[config.mk]
export PLATFORM = sky130hd
export DESIGN_NAME = multdiv_unit
export DESIGN_NICKNAME = d
export VERILOG_FILES = /design/src/rtl/multdiv_pkg.sv /design/src/rtl/multdiv_unit.sv
export SDC_FILE = /design/constraint.sdc
export NUM_CORES = 1
export LEC_CHECK = 0
export BUFFER_PORTS_ARGS = -buffer_cell sky130_fd_sc_hd__buf_2
export CORE_UTILIZATION = 35
export CTS_CLUSTER_DIAMETER = 200
export DETAILED_ROUTE_END_ITERATION = 8
export GPL_TIMING_DRIVEN = 0
export PLACE_DENSITY_LB_ADDON = 0.08
export SLEW_MARGIN = 20
export SYNTH_ARGS = -nofsm -noshare
export SYNTH_HDL_FRONTEND = slang
export SYNTH_SLANG_ARGS = --single-unit
[constraint.sdc]
create_clock -name clock -period 8.9 [get_ports clock]
set_input_delay 0.89 -clock clock [delete_from_list [all_inputs] [get_ports clock]]
set_output_delay 0.89 -clock clock [all_outputs]
set_load 0.01 [all_outputs]
[src/rtl/multdiv_pkg.sv]
// Shared encodings for the execute-stage multiply/divide unit.
package multdiv_pkg;

    localparam int WIDTH_DEF = 32;

    localparam logic [1:0] OP_MULT  = 2'b00;
    localparam logic [1:0] OP_MULTU = 2'b01;
    localparam logic [1:0] OP_DIV   = 2'b10;
    localparam logic [1:0] OP_DIVU  = 2'b11;

    localparam logic [1:0] IDLE = 2'd0;
    localparam logic [1:0] MUL  = 2'd1;
    localparam logic [1:0] DIV  = 2'd2;
    localparam logic [1:0] ZDIV = 2'd3;

    localparam logic [WIDTH_DEF-1:0] ZDIV_LO = '1;

endpackage

[src/rtl/multdiv_unit.sv]
// Radix-2 iterative MULT/MULTU/DIV/DIVU with HI/LO registers and MTHI/MTLO writes.
// ITER cycles per multiply/divide, 1 cycle for divide-by-zero; the pipeline stalls on busy.
module multdiv_unit
    import multdiv_pkg::*;
#(
    parameter int WIDTH = WIDTH_DEF,
    parameter int ITER  = WIDTH
) (
    input  logic             clock,
    input  logic             reset,
    input  logic             start,
    input  logic [1:0]       op,
    input  logic [WIDTH-1:0] a,
    input  logic [WIDTH-1:0] b,
    input  logic             mthi,
    input  logic             mtlo,
    input  logic [WIDTH-1:0] wdata,
    output logic             busy,
    output logic             done,
    output logic             dz,
    output logic [WIDTH-1:0] hi,
    output logic [WIDTH-1:0] lo
);

    localparam int CW = $clog2(ITER + 1);

    logic [1:0]         state;
    logic [CW-1:0]      cnt;
    logic [WIDTH-1:0]   opa;
    logic [2*WIDTH-1:0] acc;
    logic               neg_q;
    logic               neg_r;

    logic               sgn;
    logic [WIDTH-1:0]   a_mag;
    logic [WIDTH-1:0]   b_mag;
    logic [WIDTH:0]     mul_sum;
    logic [WIDTH:0]     div_trial;
    logic [2*WIDTH-1:0] acc_nxt;
    logic [WIDTH-1:0]   res_hi;
    logic [WIDTH-1:0]   res_lo;

    function automatic logic [WIDTH-1:0] absv(input logic [WIDTH-1:0] x, input logic s);
        return (s && x[WIDTH-1]) ? -x : x;
    endfunction

    function automatic logic [WIDTH-1:0] cneg(input logic [WIDTH-1:0] x, input logic n);
        return n ? -x : x;
    endfunction

    assign busy  = (state != IDLE);
    assign sgn   = (op == OP_MULT) || (op == OP_DIV);
    assign a_mag = absv(a, sgn);
    assign b_mag = absv(b, sgn);

    // acc holds {carry-free upper, multiplier} for MUL and {remainder, quotient} for DIV
    always_comb begin
        mul_sum   = {1'b0, acc[2*WIDTH-1:WIDTH]} + {1'b0, (acc[0] ? opa : '0)};
        div_trial = {acc[2*WIDTH-1:WIDTH], acc[WIDTH-1]} - {1'b0, opa};
        acc_nxt   = acc;
        if (state == MUL) begin
            acc_nxt = {mul_sum, acc[WIDTH-1:1]};
        end else if (state == DIV) begin
            if (div_trial[WIDTH])
                acc_nxt = {acc[2*WIDTH-2:0], 1'b0};
            else
                acc_nxt = {div_trial[WIDTH-1:0], acc[WIDTH-2:0], 1'b1};
        end
        // A 2*WIDTH negate is the low-half negate plus a borrow into the high half
        res_lo = cneg(acc_nxt[WIDTH-1:0], neg_q);
        if (state == MUL)
            res_hi = cneg(acc_nxt[2*WIDTH-1:WIDTH], neg_q)
                   - WIDTH'(neg_q && (acc_nxt[WIDTH-1:0] != '0));
        else
            res_hi = cneg(acc_nxt[2*WIDTH-1:WIDTH], neg_r);
    end

    always_ff @(posedge clock or posedge reset) begin
        if (reset) begin
            state <= IDLE;
            cnt   <= '0;
            opa   <= '0;
            acc   <= '0;
            neg_q <= 1'b0;
            neg_r <= 1'b0;
            done  <= 1'b0;
            dz    <= 1'b0;
            hi    <= '0;
            lo    <= '0;
        end else begin
            done <= 1'b0;
            case (state)
                IDLE: begin
                    if (start) begin
                        cnt <= CW'(ITER);
                        if (!op[1]) begin
                            state <= MUL;
                            opa   <= a_mag;
                            acc   <= {{WIDTH{1'b0}}, b_mag};
                            neg_q <= sgn && (a[WIDTH-1] ^ b[WIDTH-1]);
                            neg_r <= 1'b0;
                        end else if (b != '0) begin
                            state <= DIV;
                            opa   <= b_mag;
                            acc   <= {{WIDTH{1'b0}}, a_mag};
                            neg_q <= sgn && (a[WIDTH-1] ^ b[WIDTH-1]);
                            neg_r <= sgn && a[WIDTH-1];
                        end else begin
                            state <= ZDIV;
                            acc   <= {a, {WIDTH{1'b0}}};
                        end
                    end else begin
                        if (mthi) hi <= wdata;
                        if (mtlo) lo <= wdata;
                    end
                end
                MUL, DIV: begin
                    acc <= acc_nxt;
                    cnt <= cnt - CW'(1);
                    if (cnt == CW'(1)) begin
                        state <= IDLE;
                        done  <= 1'b1;
                        dz    <= 1'b0;
                        hi    <= res_hi;
                        lo    <= res_lo;
                    end
                end
                default: begin
                    state <= IDLE;
                    done  <= 1'b1;
                    dz    <= 1'b1;
                    hi    <= acc[2*WIDTH-1:WIDTH];
                    lo    <= '1;
                end
            endcase
        end
    end

endmodule

; ---- Word-level counts from Yosys, hierarchy flattened
; Cells that the tools add are included.
[totals]
register_bits = 172
latch_bits = 0
ramBits = 0
rom_bits = 0
input_bits = 103
out_inout_bits = 67
wordCells = 87
mem_count = 0
[classes]
add_sub_neg = 8
mul = 0
n_div = 0
magnitude_cmp = 0
eq_ne = 10
n_shift = 0
muxes = 39
bitwise_logic = 2
reduce_logical = 18
[op_table]
columns = op, count
row1 = 32-bit 2-to-1 mux, 15
row2 = 64-bit 2-to-1 mux, 6
row3 = 32-bit negator, 4
row4 = 32-bit one-hot mux with 2 select lines, 2
row5 = 64-bit one-hot mux with 2 select lines, 1
row6 = 32-bit nonzero test, 2
row7 = 32-bit by 32-bit adder with 33-bit output, 1
row8 = 33-bit by 32-bit subtractor with 33-bit output, 1
row9 = 32-bit by 1-bit subtractor with 32-bit output, 1
row10 = 6-bit one-hot mux with 2 select lines, 1
row11 = "2-bit inequality test, second input constant", 5
row12 = 3-bit AND reduction, 3
row13 = 1-bit 2-to-1 mux, 7
row14 = "6-bit by 1-bit equality test with 1-bit output, second input constant", 1
row15 = 2-bit 2-to-1 mux, 3
row16 = 6-bit 2-to-1 mux, 1
row17 = 2-bit AND reduction, 3
row18 = "6-bit by 1-bit subtractor with 6-bit output, second input constant", 1
row19 = "2-bit equality test, second input constant", 2
row20 = 1-bit logical AND, 4
row21 = 2-bit zero test, 2
row22 = 1-bit one-hot mux with 2 select lines, 2
row23 = 2-bit one-hot mux with 2 select lines, 1
row24 = 2-bit nonzero test, 2
row25 = 6 further kinds, 6

; ---- Depth between registers and ports, before layout
[logic_depth]
depth_word = 10
depth_mapped = 32
depth_no_buf = 31

; ---- Worst setup path before layout
; No wires, ideal clock.
[synth_timing]
kind = register to register
from = register state[1]
to = register hi[29]
setup_ps = 65
arrival_ps = 5872
required_time_ps = 8835
slack_ps = 2963
stages_incl_launch_ff = 28
path_buffers = 12
period_less_slack_ps = 5937
path_cell_list = dfrtp_1 -> inv_1 -> ha_1 -> clkbuf_1 -> clkbuf_1 -> clkbuf_1 -> buf_1 -> clkbuf_1 -> buf_1 -> buf_2 -> buf_1 -> buf_1 -> clkbuf_1 -> buf_1 -> a21oi_1 -> inv_1 -> nor3_1 -> nor2_1 -> ha_1 -> and3_1 -> nand3_1 -> nor3_2 -> and4bb_1 -> buf_4 -> nand4_1 -> xnor2_1 -> a2111oi_0 -> a211o_1
[synth_between]
elab_chain_cells = 9
word_cells_on_any_way = 19
cone_classes = add/sub (2) / eq/ne (5) / mux (7) / reduce/logical (5)
[synth_rtl]
columns = element, line_no
row1 = from (decl), multdiv_unit.sv:27  ; logic [1:0] state;
row2 = from (signal assigned), multdiv_unit.sv:80  ; state <= IDLE;
row3 = from (signal assigned), multdiv_unit.sv:97  ; state <= MUL;
row4 = from (signal assigned), multdiv_unit.sv:103  ; state <= DIV;
row5 = 2-bit equality test, "multdiv_unit.sv:63, multdiv_unit.sv:92"
row6 = 64-bit 2-to-1 mux, multdiv_unit.sv:63  ; end else if (state == DIV) begin
row7 = 64-bit 2-to-1 mux, multdiv_unit.sv:61  ; if (state == MUL) begin
row8 = 32-bit negator / 32-bit nonzero test (equally long branches), "multdiv_unit.sv:48, multdiv_unit.sv:73"
row9 = 32-bit 2-to-1 mux / 1-bit logical AND (equally long branches), "multdiv_unit.sv:48, multdiv_unit.sv:73"
row10 = 32-bit by 1-bit subtractor with 32-bit output, multdiv_unit.sv:73  ; - WIDTH'(neg_q && (acc_nxt[WIDTH-1:0] != '0));
row11 = 32-bit 2-to-1 mux, multdiv_unit.sv:71  ; if (state == MUL)
row12 = 32-bit 2-to-1 mux, multdiv_unit.sv:120  ; if (cnt == CW'(1)) begin
row13 = 32-bit one-hot mux with 2 select lines, multdiv_unit.sv:92  ; case (state)
row14 = to (signal assigned), multdiv_unit.sv:113  ; if (mthi) hi <= wdata;
row15 = to (signal assigned), multdiv_unit.sv:124  ; hi <= res_hi;
row16 = to (signal assigned), multdiv_unit.sv:132  ; hi <= acc[2*WIDTH-1:WIDTH];
row17 = to (decl), multdiv_unit.sv:21  ; output logic [WIDTH-1:0] hi,
; Several ways; a longest one is shown, not always the timed one. The select of a mux whose other input is x is not followed.
; A chain may end at the register's enable or synchronous reset.

; ---- Worst setup path after layout
[layout_timing]
from = register acc[31]
to = register hi[23]
[layout_between]
elab_chain_cells = 10
word_cells_on_any_way = 13
cone_classes = add/sub (3) / mux (8) / reduce/logical (2)
[layout_rtl]
columns = element, line_no
row1 = from (decl), multdiv_unit.sv:30  ; logic [2*WIDTH-1:0] acc;
row2 = from (signal assigned), multdiv_unit.sv:99  ; acc <= {{WIDTH{1'b0}}, b_mag};
row3 = from (signal assigned), multdiv_unit.sv:105  ; acc <= {{WIDTH{1'b0}}, a_mag};
row4 = from (signal assigned), multdiv_unit.sv:110  ; acc <= {a, {WIDTH{1'b0}}};
row5 = 33-bit by 32-bit subtractor with 33-bit output, multdiv_unit.sv:59  ; div_trial = {acc[2*WIDTH-1:WIDTH], acc[WIDTH-1]} - {1'b0, opa};
row6 = 64-bit 2-to-1 mux, multdiv_unit.sv:64  ; if (div_trial[WIDTH])
row7 = 64-bit 2-to-1 mux, multdiv_unit.sv:63
row8 = 64-bit 2-to-1 mux (*), multdiv_unit.sv:61
row9 = 32-bit negator / 32-bit nonzero test (equally long branches), "multdiv_unit.sv:48, multdiv_unit.sv:73"
row10 = 32-bit 2-to-1 mux / 1-bit logical AND (equally long branches), "multdiv_unit.sv:48, multdiv_unit.sv:73"
row11 = 32-bit by 1-bit subtractor with 32-bit output, multdiv_unit.sv:73
row12 = 32-bit 2-to-1 mux (*), multdiv_unit.sv:71
row13 = 32-bit 2-to-1 mux (*), multdiv_unit.sv:120
row14 = 32-bit one-hot mux with 2 select lines (*), multdiv_unit.sv:92
; Every way passes the cells marked *; elsewhere a longest branch is shown, timed or not. The select of a mux whose other input is x is not followed.

==> key figures <==
Clocking
  – Cts hold-fix bufs: 0
  – Htree depth: 4
  – Worst-path clk slew: 80 ps
  – CTS tree: built
  – CTS Sinks: 172
  – Post-CTS Setup Repair Bufs: 0
  – CTS Root Cell: clkbuf_16
  – Clock buffer depth: 2
  – Clock buffer count from CTS: 17
  – Clock Latency Late Sink: 510 ps

Synthesis
  – Post-synth EDFFs: 0
  – Dominant synthesized flop cell: dfrtp_1
  – Async set-reset flop share out of synthesis: 1.00
  – Yosys warning count: 0
  – Sequential area share after synthesis: 0.226
  – Synth unique cells: 102
  – Post-Syn Instances: 2614
  – Post-synth top area share: 0.226
  – Count leader, synth: nand2_1
  – Cell taking the most area after synthesis: dfrtp_1
  – Synth Net Count: 2795
  – Main area contributors after synthesis: dfrtp_1 (23%), o21ai_0 (8.8%), nand2_1 (6.9%)
  – Most instantiated cells after synthesis: nand2_1 (351), o21ai_0 (336), nor2_1 (204), a21oi_1 (194), dfrtp_1 (172)
  – Syn Area/Cell: 7.28 um^2
  – Synth Register Bits: 172
  – Post-Syn Area: 19000 um^2

Power
  – Pleak: 0.00881 uW
  – Maximum vdd drop: 0.000239 V
  – Pwr dens: 505 nW/um^2

Setup path
  – Crit path DAT: 8930 ps
  – Worst Path Required: 9340 ps
  – CP Class: register to register
  – Setup crit end kind: register
  – Slowest library cell on the worst path: nor3_2
  – Slowest Stage Delay on Critical Path: 630 ps
  – Crit start category: register
  – R2r worst-path depth: 31
  – Cell mode on critical path: inv_1
  – Worst-path fanout max: 10

Final layout
  – Nets: 2983
  – Post-Route Utilization: 0.399
  – Share of layout cells above drive strength 1: 0.111
  – Final instance area: 21400 um^2
  – Synth-to-Final Area Change: 12.7%

Die
  – IO Count: 170
  – Die H: 235 um
  – Core Region: 53700 um^2
  – Die ar.: 55300 um^2
  – Initial core utilization: 0.354
  – Site Rows: 85
  – Die Wd: 235 um

STA
  – Hold violation total from the final report: 0
  – Slew at the pin closest to its max-slew limit: 1250 ps
  – WHS: 299 ps
  – Period utilization: 0.954
  – RSZ-0062 raised after global routing: no
  – Max_slew headroom: 0.168
  – Setup_tns: 0 ps
  – Min Tclk post-route: 8490 ps
  – Max-slew violation count: 0
  – Fmax: 118 MHz
  – Setup Skew: 18.8 ps
  – Final setup vio count: 0

Routing
  – Via count: 21.9k
  – DR WL/cell: 28.2 um
  – Drt total wl: 99.2 mm
  – First drt pass iteration count: 5
  – Residual DRC: 0
  – DR vias/cell: 6.25
  – Final ANT Viol Nets: 0
  – Initial DRC Count: 2359

Hold path
  – Worst hold path type: primary input to async pin

GRT
  – Largest net degree at the start of global routing: 80
  – Total congestion overflow: 0
  – All-Layer GR Usage: 0.354
  – First-pass GRT wire length: 143 mm
  – Initial antenna violation count: 1
  – Vias in the first global route: 20.7k

Outcome
  – Status: finished, final reports clean

Flow run
  – Max-cap check violation count: 0

Place
  – Routability cong.: 0.987
  – Post-DP HPWL: 81.5 mm
  – IO Port Bufs: 168
  – Dpl cell area: 20800 um^2
## layer usage
metal,up-vias,track usage,routed length (um)
li1,9919,-,-
met1,10800,0.482,43500
met2,1056,0.532,42300
met3,202,0.0752,8690
met4,0,0.164,4660
met5,-,0,0
## metrics by stage
step           cells  setup slack [ps]  power, uW
4_1_cts         3512              28.3      10600
2_1_floorplan   2614              2960       6740
3_3_place_gp    3478             -1040       9660
5_1_grt         3511               170      11500
3_5_place_dp    3480              -998       9720
6_report        3512               414      10800
## registers in the layout, indices dropped and copies added, names as in the netlist
signal	count
lo	32
done	1
cnt	6
opa	32
neg_r	1
acc	64
dz	1
state	2
hi	32
neg_q	1
## cell usage in the layout (no fill, tap or decap), types with 46 or more instances in the layout
cell type | netlist | layout
nand2_1 | 351 | 351
o21ai_0 | 336 | 336
nor2_1 | 204 | 204
a21oi_1 | 194 | 194
buf_2 | 18 | 187
dfrtp_1 | 172 | 172
clkbuf_1 | 127 | 124
xnor2_1 | 99 | 99
nand3_1 | 94 | 94
inv_1 | 90 | 89
xor2_1 | 89 | 89
ha_1 | 76 | 76
mux2i_1 | 57 | 57
a221oi_1 | 58 | 57
nor3_1 | 48 | 47
and2_1 | 46 | 46
## where the power goes
| group | leakage [uW] | total [uW] | internal (uW) | switching, uW |
|---|---|---|---|---|
| registers | 0.00213 | 1740 | 1150 | 591 |
| logic | 0.00639 | 8260 | 2630 | 5630 |
| clock network | 0.000296 | 824 | 437 | 387 |
| total | 0.00881 | 10800 | 4220 | 6610 |
## logic make-up (layout without fill, tap and decap cells)
logic type | count (synthesis) | after routing | share of synthesized area
AOI/OAI and AO/OA | 908 | 908 | 0.307
muxes | 70 | 70 | 0.0377
other | 0 | 1 | 0
xor gates and xnor gates | 188 | 188 | 0.0866
buffers and inverters | 266 | 467 | 0.0555
and+or+nand+nor | 932 | 932 | 0.235
adders and majority gates | 78 | 78 | 0.0521
DFF | 172 | 172 | 0.226
## critical path, delay by kind of cell (launching register included)
family	cells	cell delay, ps
simple gates	13	3220
compound gates	7	2190
buf+inv	6	1200
fa+ha+maj	4	1130
flops	1	540
xor+xnor	1	80
## area by class of cell
type	instances	area, um^2
Antenna cell	1	2.50
Buffer	173	712
Clock buffer	20	457
Clock inverter	12	151
Fill cell	5766	32300
Inverter	92	353
Multi-Input combinational cell	2176	13700
Sequential cell	172	4300
Tap cell	696	871
Timing Repair Buffer	170	896
## worst paths after layout
kind	start	slack [ps]	endpoint
worst max register to register	acc[31]$_DFFE_PP0P_	410	hi[23]$_DFFE_PP0P_
max in group asynchronous	reset	7940	hi[1]$_DFFE_PP0P_
min in group clock	lo[27]$_DFFE_PP0P_	480	lo[27]$_DFFE_PP0P_
worst min-delay path	reset	300	acc[23]$_DFFE_PP0P_
worst min register to register	lo[27]$_DFFE_PP0P_	480	lo[27]$_DFFE_PP0P_
worst max-delay path	acc[31]$_DFFE_PP0P_	410	hi[23]$_DFFE_PP0P_
## timing repair
| action | in CTS | in global routing |
|---|---|---|
| cloned | 0 | 0 |
| pin swaps | 0 | 0 |
| gates resized for setup | 4 | 3 |
| setup endpoints to repair | 30 | 16 |
Power figures use the tool's default switching activity.
